===== src/rtl/mult_div_unit.sv =====
// Iterative MULT/MULTU/DIV/DIVU unit for the EX stage. One shift-add or restoring
// step per cycle, followed by a sign-correction cycle that writes HI/LO.
module mult_div_unit #(
  parameter int DATA_WIDTH = 32,
  parameter int CNT_WIDTH  = 6
) (
  input  logic                  clk_i,
  input  logic                  rst_i,
  input  logic [DATA_WIDTH-1:0] src1_i,
  input  logic [DATA_WIDTH-1:0] src2_i,
  input  logic [1:0]            op_i,
  input  logic                  start_i,
  input  logic                  flush_i,
  output logic [DATA_WIDTH-1:0] hi_o,
  output logic [DATA_WIDTH-1:0] lo_o,
  output logic                  busy_o,
  output logic                  done_o,
  output logic                  stall_o
);

  localparam int W = DATA_WIDTH;

  typedef enum logic [1:0] {S_IDLE, S_CALC, S_SIGN, S_DONE} state_t;

  state_t               r_state, w_next;
  logic [CNT_WIDTH-1:0] r_cnt;
  logic [2*W-1:0]       r_acc;
  logic [W-1:0]         r_opnd;
  logic [W-1:0]         r_hi, r_lo;
  logic                 r_is_div, r_neg_res, r_neg_a, r_div0;

  logic                 w_idle_or_done, w_accept, w_signed, w_neg_a, w_neg_b;
  logic [W-1:0]         w_mag_a, w_mag_b;
  logic [W:0]           w_mul_sum, w_rem_sh;
  logic [W-1:0]         w_rem_sub;
  logic                 w_ge;
  logic [2*W-1:0]       w_mul_step, w_div_step;
  logic [W-1:0]         w_res_hi, w_res_lo;

  function automatic logic [W-1:0] cond_neg(input logic [W-1:0] v, input logic neg);
    return neg ? -v : v;
  endfunction

  assign w_idle_or_done = (r_state == S_IDLE) || (r_state == S_DONE);
  assign w_accept       = w_idle_or_done && start_i;
  assign w_signed       = ~op_i[0];
  assign w_neg_a        = w_signed & src1_i[W-1];
  assign w_neg_b        = w_signed & src2_i[W-1];
  assign w_mag_a        = cond_neg(src1_i, w_neg_a);
  assign w_mag_b        = cond_neg(src2_i, w_neg_b);

  // Multiply: {partial product, remaining multiplier bits} shifts right each step
  assign w_mul_sum  = {1'b0, r_acc[2*W-1:W]} + (r_acc[0] ? {1'b0, r_opnd} : '0);
  assign w_mul_step = {w_mul_sum, r_acc[W-1:1]};

  // Divide: {remainder, remaining dividend bits / growing quotient} shifts left
  assign w_rem_sh   = {r_acc[2*W-1:W], r_acc[W-1]};
  assign w_ge       = w_rem_sh >= {1'b0, r_opnd};
  assign w_rem_sub  = w_rem_sh[W-1:0] - r_opnd;
  assign w_div_step = {(w_ge ? w_rem_sub : w_rem_sh[W-1:0]), r_acc[W-2:0], w_ge};

  always_comb begin
    w_res_hi = '0;
    w_res_lo = '0;
    if (r_is_div) begin
      // A zero divisor leaves the quotient all ones regardless of sign
      w_res_lo = cond_neg(r_acc[W-1:0], r_neg_res & ~r_div0);
      w_res_hi = cond_neg(r_acc[2*W-1:W], r_neg_a);
    end else begin
      {w_res_hi, w_res_lo} = r_neg_res ? -r_acc : r_acc;
    end
  end

  always_ff @(posedge clk_i or posedge rst_i) begin
    if (rst_i) r_state <= S_IDLE;
    else       r_state <= w_next;
  end

  always_comb begin
    w_next = r_state;
    if (flush_i) begin
      w_next = S_IDLE;
    end else begin
      case (r_state)
        S_IDLE, S_DONE: w_next = start_i ? S_CALC : S_IDLE;
        S_CALC:         w_next = (r_cnt == CNT_WIDTH'(W-1)) ? S_SIGN : S_CALC;
        S_SIGN:         w_next = S_DONE;
        default:        w_next = S_IDLE;
      endcase
    end
  end

  always_comb begin
    busy_o  = (r_state == S_CALC) || (r_state == S_SIGN);
    done_o  = (r_state == S_DONE);
    stall_o = busy_o || w_accept;
  end

  always_ff @(posedge clk_i or posedge rst_i) begin
    if (rst_i) begin
      r_cnt     <= '0;
      r_acc     <= '0;
      r_opnd    <= '0;
      r_hi      <= '0;
      r_lo      <= '0;
      r_is_div  <= 1'b0;
      r_neg_res <= 1'b0;
      r_neg_a   <= 1'b0;
      r_div0    <= 1'b0;
    end else if (flush_i) begin
      r_cnt <= '0;
    end else begin
      case (r_state)
        S_IDLE, S_DONE: begin
          if (start_i) begin
            r_cnt     <= '0;
            r_is_div  <= op_i[1];
            r_neg_res <= w_neg_a ^ w_neg_b;
            r_neg_a   <= w_neg_a;
            r_div0    <= (src2_i == '0);
            r_opnd    <= op_i[1] ? w_mag_b : w_mag_a;
            r_acc     <= {{W{1'b0}}, (op_i[1] ? w_mag_a : w_mag_b)};
          end
        end
        S_CALC: begin
          r_cnt <= r_cnt + CNT_WIDTH'(1);
          r_acc <= r_is_div ? w_div_step : w_mul_step;
        end
        S_SIGN: begin
          r_hi <= w_res_hi;
          r_lo <= w_res_lo;
        end
        default: ;
      endcase
    end
  end

  assign hi_o = r_hi;
  assign lo_o = r_lo;

endmodule


===== config.mk =====
export PLATFORM = sky130hd
export DESIGN_NAME = mult_div_unit
export DESIGN_NICKNAME = d
export VERILOG_FILES = /design/src/rtl/mult_div_unit.sv
export SDC_FILE = /design/constraint.sdc
export NUM_CORES = 1
export LEC_CHECK = 0
export ABC_AREA = 1
export ABC_CLOCK_PERIOD_IN_PS = 6900
export BUFFER_PORTS_ARGS = -buffer_cell sky130_fd_sc_hd__buf_2
export CAP_MARGIN = 20
export CORE_UTILIZATION = 40
export DETAILED_ROUTE_END_ITERATION = 6
export SYNTH_ARGS = -nofsm -noshare
export SYNTH_HDL_FRONTEND = slang
export SYNTH_SLANG_ARGS = --single-unit

===== constraint.sdc =====
create_clock -name clk_i -period 6.9 [get_ports clk_i]
set_input_delay 1.035 -clock clk_i [delete_from_list [all_inputs] [get_ports clk_i]]
set_output_delay 1.035 -clock clk_i [all_outputs]
set_load 0.01 [all_outputs]

* Word-level counts from Yosys, hierarchy flattened *
Index checks and enable logic that the tools add are counted.

cells by class
  add/sub/neg operators = 8
  $lt $le $gt $ge = 1
  equality and inequality tests = 6
  muxes and demuxes = 21
  bitwise gates (word level) = 7
  reduce and logical (&&, ||, !) cells = 13

operators by type and width
  operator                                             number
  two-way mux 32 bit                                   10
  two-way mux 64 bit                                   3
  negation 32 bit                                      4
  case mux 64 bit (2 select lines)                     1
  negation 64 bit                                      1
  adder 32 x 32 -> 33 bit                              1
  >= comparator 33 x 32 -> 1 bit                       1
  zero test 32 bit                                     1
  subtractor 32 bit                                    1
  two-way mux 6 bit                                    2
  case mux 6 bit (2 select lines)                      1
  adder 6 x 1 -> 6 bit, second input constant          1
  equality test 6 x 5 -> 1 bit, second input constant  1
  case mux 2 bit (3 select lines)                      1
  AND reduction 3 bit                                  2
  equality test 2 bit, second input constant           2
  two-way mux 2 bit                                    2
  AND reduction 2 bit                                  2
  bitwise AND 1 bit                                    3
  logical OR 1 bit                                     3
  inequality test 3 bit, second input constant         1
  inverter 1 bit                                       3
  nonzero test 3 bit                                   1
  equality test 2 x 1 -> 1 bit, second input constant  1
  7 further kinds                                      7

storage, ports and cells
  flip-flop bits (word level) = 172
  input port bits = 70
  output and inout bits = 67
  logic and storage cells = 66

* Longest topological paths before layout *
Gate-level depths: netlist of the first run.

  word-level depth = 6
  mapped depth = 20
  gate-level depth less buffers = 18

* Worst setup path after synthesis of the first run *
OpenSTA, ideal clock, no wires.

  path kind = input to register
  from = input port src1_i[0]
  to = register r_acc[12]
  setup time = 0.122 ns
  arrival time = 2.380 ns
  data required time = 6.778 ns
  path slack = 4.397 ns
  cell stages on the path = 10
  buffers on the path = 0
  path through = inv_1 > ha_1 > nand3_1 > nor2_1 > nand2_1 > o21ai_0 > xor2_1 > or2_2 > nand3_1 > a21oi_1

between the ends
  longest elaborated chain between the ends = 5

ends and longest elaborated chain
  what                              RTL line  text
  start: declaration                9         input logic [DATA_WIDTH-1:0] src1_i,
  negation 32 bit                   41        return neg ? -v : v;
  two-way mux 32 bit                41
  two-way mux 32 bit                122       r_acc <= {{W{1'b0}}, (op_i[1] ? w_mag_a : w_mag_b)};
  two-way mux 64 bit                115       if (start_i) begin
  case mux 64 bit (2 select lines)  113       case (r_state)
  end signal: assignment            122
  end signal: assignment            127       r_acc <= r_is_div ? w_div_step : w_mul_step;
  end: declaration                  27        logic [2*W-1:0] r_acc;

No other way between the ends. The select of a mux whose other input is x is not followed.
A chain may end at the register's enable or synchronous reset.

* Worst setup path after layout of the first run *
  from = register r_state[0]
  to = register r_opnd[25]

between the ends
  longest elaborated chain between the ends = 3
  elaborated cells between the ends (all ways) = 4
  those cells by class = 1 x eq/ne; 3 x reduce/logical

ends and longest elaborated chain
  what                                                           RTL line  text
  start: declaration                                             25        state_t r_state, w_next;
  start signal: assignment                                       76        else r_state <= w_next;
  equality test 2 bit / zero test 2 bit (equally long branches)  113
  OR reduction 2 bit (*)                                         113
  AND reduction 3 bit (no source line) (*)                       --
  end signal: assignment                                         121       r_opnd <= op_i[1] ? w_mag_b : w_mag_a;
  end: declaration                                               28        logic [W-1:0] r_opnd;

Every way passes the cells marked *; elsewhere a longest branch is shown, timed or not.

==> results of run 1 <==
-- worst paths after layout --
path	from	to	slack [ns]	cells past startpoint
worst max-delay path	r_state[0]	r_opnd[25]	3.34	10
worst min-delay path	hi_o[2]	hi_o[2]	0.48	2
worst max register to register	r_state[0]	r_opnd[25]	3.34	10
worst min register to register	hi_o[2]	hi_o[2]	0.48	2
max in group asynchronous	rst_i	r_is_div	5.03	3
min in group asynchronous	rst_i	hi_o[29]	0.54	2
-- layout make-up --
class                           count  area [um2]  share of cell area
Clock inverter                     15         219              0.0108
Timing Repair Buffer              154         816              0.0402
Multi-Input combinational cell   2459       12000               0.590
Inverter                          482        1820              0.0894
Clock buffer                       17         425              0.0209
Sequential cell                   172        4310               0.212
Tap cell                          600         751              0.0370
-- state kept, by name (all words and copies together), names as in the netlist --
name,cells
hi_o,32
lo_o,32
r_neg_res,1
r_is_div,1
r_acc,64
r_opnd,32
r_cnt,6
r_neg_a,1
r_state,2
r_div0,1
-- kinds of logic (layout without fill, tap and decap cells) --
family	Yosys count	in the layout
AOI/OAI and AO/OA	409	409
xor gates and xnor gates	101	101
adders and majority gates	75	75
buffers and inverters	584	668
DFF	172	172
and+or+nand+nor	1874	1874
-- cells in the final DEF (no fill, tap or decap), drive strengths merged, types with 4 or more instances in the layout --
cell | Yosys | final
nand2 | 1108 | 1108
inv | 481 | 491
nor2 | 366 | 366
nand3 | 284 | 284
o21ai | 180 | 180
dfrtp | 172 | 172
buf | 37 | 154
a21oi | 140 | 140
xor2 | 86 | 86
ha | 73 | 73
nand4 | 65 | 65
o211ai | 35 | 35
nor3 | 22 | 22
clkbuf | 65 | 17
xnor2 | 15 | 15
o221ai | 14 | 14
nand3b | 13 | 13
a22oi | 10 | 10
o21bai | 10 | 10
or2 | 6 | 6
clkinv | 1 | 6
o31ai | 4 | 4
and2 | 4 | 4
-- worst max-delay path, delay by kind of cell, from the launching register on --
family,cells,cell delay (ns)
and+or+nand+nor,3,0.84
adders and majority gates,1,0.31
buffers and inverters,4,1.20
AOI/OAI and AO/OA,2,0.69
DFF,1,0.39
-- metal layers --
metal,vias to the layer above,share of wire,GRT usage
met3,176,0.082,0.0577
met2,1012,0.42,0.530
met4,2,0.054,0.187
met1,9910,0.44,0.480
met5,-,0.00023,0
li1,10300,-,-
-- power by group through the flow --
| stage | clock network [mW] | logic, mW | registers (mW) |
|---|---|---|---|
| final | 1.06 | 3.70 | 1.59 |
| after floorplan | 0 | 2.56 | 1.36 |
| after detailed placement | 0 | 3.60 | 1.58 |
| after global placement | 0 | 3.61 | 1.58 |
| after global routing | 1.12 | 4.08 | 1.58 |
| after CTS | 1.09 | 3.61 | 1.56 |
-- stage by stage --
| stage | power [mW] | util | hold slack, ns |
|---|---|---|---|
| after global routing | 6.78 | 0.446 | 0.507 |
| final | 6.35 | 0.446 | 0.481 |
| after floorplan | 3.92 | - | 0.466 |
| after detailed placement | 5.18 | 0.432 | 0.464 |
| after global placement | 5.18 | 0.432 | 0.459 |
| after CTS | 6.26 | 0.446 | 0.485 |
-- Yosys cell counts, types with 10 or more instances --
cell type / n / area (um2)
nand3b_1: 13 / 97.6
nand4_1: 65 / 407
a21oi_1: 138 / 691
nand3_1: 281 / 1410
a22oi_1: 10 / 75.1
buf_2: 21 / 105
xor2_1: 86 / 753
inv_2: 11 / 41.3
ha_1: 73 / 913
o21ai_0: 159 / 796
o221ai_1: 14 / 123
o211ai_1: 35 / 263
o21bai_1: 10 / 75.1
inv_1: 470 / 1760
nor3_1: 19 / 95.1
nor2_1: 337 / 1260
xnor2_1: 15 / 131
clkbuf_1: 64 / 240
nor2_2: 23 / 144
o21ai_1: 21 / 105
nand2_1: 1101 / 4130
dfrtp_1: 172 / 4300
==> metrics.txt, run 1 <==
peak supply drop=0.170 mV; clock share of power=0.167; Pwr Density=312 nW/um2; CTS resizes=0; share of layout cells above drive strength 1=0.0764; Rows=78; initial antenna violation count=1; kind of critical path=flop to flop; Iteration-0 DRC Markers=2396; Most common cell on crit path=inv_1; core box area=45600 um2; asr flop ratio synth=1.00; post-synthesis compound-gate area fraction=0.124; status=finished with violations; final instance area=20300 um2; TritonCTS clock tree=yes; Flop pwr share=0.250; vias in the first global route=19900; RSZ-0062 raised after global routing=false; GPL Wtd Cong=1.09; CTS HTree Levels=4; Antenna Cells=0; hold crit path type=flop to flop; critical path startpoint category=flop; ANT nets after route=0; CP required=7.34 ns; Yosys cell types=53; Seq/Total Area, Yosys=0.232; Leak=11.1 nW; Placement Setup Slack=3.12 ns; actual slew at the worst max-slew pin=1.00 ns; switching power total=3.57 mW; placed cell count=3867; Total Wirelength=82800 um; CP Data Arrival Time=4.00 ns; GR Overflow Total=0; final hold violation count=0; Layout Nets=3431; Sw Share=0.562; Die X-Extent=217 um; min Tclk post-route=3.56 ns; post-synth net total=3360; Post-Syn Area=18500 um2; Layout fillers=5006; Die Y=217 um; Max Freq=0.281 GHz; vias post-DR=21400; Finished Layout Cells=3899; failing checks=DRC; global-route wire length before repair=124000 um; largest net degree at the start of global routing=89; PortBufs=136; crit-path max cell delay=0.64 ns; post-DP HPWL=68000 um; Synth Flop Type=dfrtp_1; max-slew violations=0; routed wirelength normalized by instance count=21.2 um; critical path's slowest cell=nor2_2; crit share post-route=0.516; # setup viols final=0; clock latency on the worst-skew pair=0.51 ns; worst-path cell chain=inv_1 -> ha_1 -> nand2_1 -> nor2_2 -> buf_4 -> inv_1 -> nor2_2 -> inv_1 -> a21oi_1 -> a211o_1; Avg Synthesized Cell Area=5.77 um2; critical path capture point type=flop; Avg Vias per Cell=5.50; flops & latches, synth=172; drt first pass iters=7; Worst-path clk slew=0.09 ns; area growth from synthesis to layout=9.55%; Post-Synth XOR/XNOR Area=0.0477; Synth Area in Adders=0.0514; Internal=2.78 mW; max cap viols=0; die area=47200 um2; CTS sink count=172; placed instance area=19700 um2; clock root cell=clkbuf_16; Setup Skew=0.0201 ns; Post-CTS Setup Inserts=0; cts hold-fix bufs=0; gr usage total=0.352; PnR worst setup slack=3.34 ns; Post-synth EDFFs=0; Max clock buf depth=2; post-synthesis mux area share=0; Yosys warning count=0; Inserted Clock Buffers=17; Syn Inst Count=3215; Synth Area in Simple Gates=0.422; Ports=137; Setup TNS Final=0 ns; DRC=1; relative slew slack=0.333; Worst Path Max Fanout=31; Gate power share=0.583; main combinational cell family by area after synthesis=simple AND/OR/NAND/NOR gates; Initial Util=0.407
Note: power is estimated with default switching activity, not from simulation.
==> run 2, diff against run 1 <==
Settings changed: ABC_AREA 1 to 0, ABC_CLOCK_PERIOD_IN_PS 6900 to 3700.
Clock period 6.9 ns to 3.7 ns, I/O delays scaled along.
==> metrics.txt, run 2 <==
Post-Syn Area=14400 um2 (-22%); global-route wire length before repair=74400 um (-40%); Yosys cell types=63 (+19%); GR Overflow Total=0 (unchanged); Synth Flop Type=dfrtp_1; placed cell count=2458 (-36%); ANT nets after route=0 (unchanged); Finished Layout Cells=2490 (-36%); actual slew at the worst max-slew pin=0.953 ns (-0.0470 ns); Rows=69 (-12%); DRC=0 (-1); GPL Wtd Cong=0.994 (-9.2%); CP required=4.01 ns (-3.33 ns); Post-synth EDFFs=0 (unchanged); Setup Skew=0.0191 ns (-0.000974 ns); initial antenna violation count=0 (-1); Seq/Total Area, Yosys=0.299 (+0.0667); Die Y=192 um (-12%); Total Wirelength=47800 um (-42%); area growth from synthesis to layout=15.9%; Worst-path clk slew=0.08 ns (about the same); top-count cell post-synth=nand2_1; Max Freq=0.285 GHz (+1.3%); TritonCTS clock tree=yes; share of layout cells above drive strength 1=0.156 (+0.0798); RSZ-0062 raised after global routing=false; PortBufs=136 (unchanged); crit share post-route=0.949 (+0.434); Yosys top cell by area=dfrtp_1; routed wirelength normalized by instance count=19.2 um (-9.5%); Avg Synthesized Cell Area=7.70 um2 (+33%); Ports=137 (unchanged); core box area=35500 um2 (-22%); Layout Nets=2161 (-37%); CP Data Arrival Time=3.82 ns (-0.18 ns); post-synth net total=2016 (-40%); r2r setup slk=0.19 ns (-3.15 ns); final hold violation count=0 (unchanged); critical path startpoint category=flop; gr usage total=0.264 (-0.0879); CTS HTree Levels=4 (unchanged); Iteration-0 DRC Markers=1052 (-56%); kind of critical path=flop to flop; Worst Path Max Fanout=4 (-87%); Setup TNS Final=0 ns (unchanged); top cells by count, synth=nand2_1 (240), o21ai_0 (227), nor2_1 (185); asr flop ratio synth=1.00 (unchanged); post-DP HPWL=37900 um (-44%); Syn Inst Count=1871 (-42%); drt first pass iters=5 (-2); die area=36800 um2 (-22%); hold crit path type=primary input to asynchronous set/reset pin; max cap viols=0 (unchanged); max reg flops=64 (unchanged); footprint of the multi-input gates=9490 um2 (-21%); Die X-Extent=192 um (-12%); CTS sink count=172 (unchanged); critical path capture point type=flop; # setup viols final=0 (unchanged); final core occ=0.470 (+0.0247); Yosys warning count=0 (unchanged); cts hold-fix bufs=0 (unchanged); commonest cells after routing, fill and taps aside=nand2_1 (240), o21ai_0 (227), nor2_1 (185); peak supply drop=0.362 mV (+110%); Post-CTS Setup Inserts=0 (unchanged); final hold slack=0.157 ns (-0.324 ns); largest net degree at the start of global routing=103 (+16%); status=finished clean; flops & latches, synth=172 (unchanged); Top reg by flops=r_acc; Sequential Area=4310 um2 (unchanged); clock root cell=clkbuf_16; relative slew slack=0.365 (+0.0323); Synth area leaders=dfrtp_1 (30%), o21ai_0 (7.9%), xnor2_1 (7.2%), ha_1 (6.3%), nand2_1 (6.3%); Leak=7.50 nW (-32%); Layout fillers=3608 (-28%); Pwr Density=475 nW/um2 (+52%); Yosys top cell area share=0.299 (+0.0667); max-slew violations=0 (unchanged); vias in the first global route=13200 (-34%); Max clock buf depth=2 (unchanged); Inserted Clock Buffers=17 (unchanged); min Tclk post-route=3.51 ns (-0.0452 ns); Initial Util=0.406 (-0.000894); clock latency on the worst-skew pair=0.46 ns (-0.05 ns); Avg Vias per Cell=5.72 (+4.1%); Antenna Cells=0 (unchanged); vias post-DR=14200 (-34%); leading cell type in the layout, fill and taps excluded=nand2_1
-- run 2: final timing paths --
kind	startpoint	end	cells after the start
max	r_acc[0]	r_acc[57]	15
min	rst_i	r_acc[4]	2
max reg2reg	r_acc[0]	r_acc[57]	15
min reg2reg	lo_o[22]	lo_o[22]	2
max in group asynchronous	rst_i	r_is_div	3
min in group clk_i	src2_i[31]	r_div0	2
-- run 2: through the flow --
step / power, mW / area (um2) / worst slack (ns)
after global routing: 8.46 / 16700 / 0.0266
after CTS: 7.92 / 16700 / 0.126
after detailed placement: 5.97 / 16000 / 0.168
after floorplan: 4.78 / 14400 / 0.0313
final: 7.93 / 16700 / 0.188
after global placement: 5.94 / 16000 / 0.143
-- run 2: timing repair --
| item | CTS | global route |
|---|---|---|
| endpoints found under the hold margin | 0 | 0 |
| endpoints found under the setup margin | 0 | 6 |
| resized for setup | 0 | 4 |
-- run 2: final cells by class --
class                      count  area share
multi-input combinational   1527       0.568
sequential                   172       0.258
timing repair buffer         232      0.0864
tap                          461      0.0346
clock buffer                  17      0.0255
inverter                      66      0.0151
clock inverter                15      0.0121
-- run 2: kinds of logic after synthesis --
family | count (synthesis) | synth area share
compound gates | 621 | 0.259
simple gates | 608 | 0.189
xor+xnor | 179 | 0.109
buf+inv | 172 | 0.0453
flops | 172 | 0.299
fa+ha+maj | 75 | 0.0662
mux | 44 | 0.0332
-- run 2: power by group --
| group | total [mW] | internal [mW] | leakage [nW] | switching [mW] |
|---|---|---|---|---|
| Clock | 1.93 | 1.03 | 0.296 | 0.893 |
| Sequential | 2.41 | 2.09 | 2.27 | 0.316 |
| Combinational | 3.59 | 1.46 | 4.93 | 2.13 |
-- run 2: routing by layer --
layer | track usage | share of wire | up-vias
met5 | 0 | 0 | -
met4 | 0.0806 | 0.021 | 0
met3 | 0.0457 | 0.070 | 67
met2 | 0.393 | 0.43 | 511
met1 | 0.385 | 0.48 | 6718
li1 | - | - | 6952
-- run 2: worst max-delay path, cell delays in order (launching register included) --
cell and delay [ns]:
dfrtp_1 0.40, and2_1 0.16, ha_1 0.23, inv_1 0.07, fa_1 0.37, nand2b_1 0.20
a211oi_1 0.29, buf_4 0.19, o31ai_2 0.10, a311oi_2 0.26, buf_4 0.15, nor2_1 0.07
o21a_1 0.25, o31ai_1 0.29, xnor2_1 0.18, o221ai_1 0.15
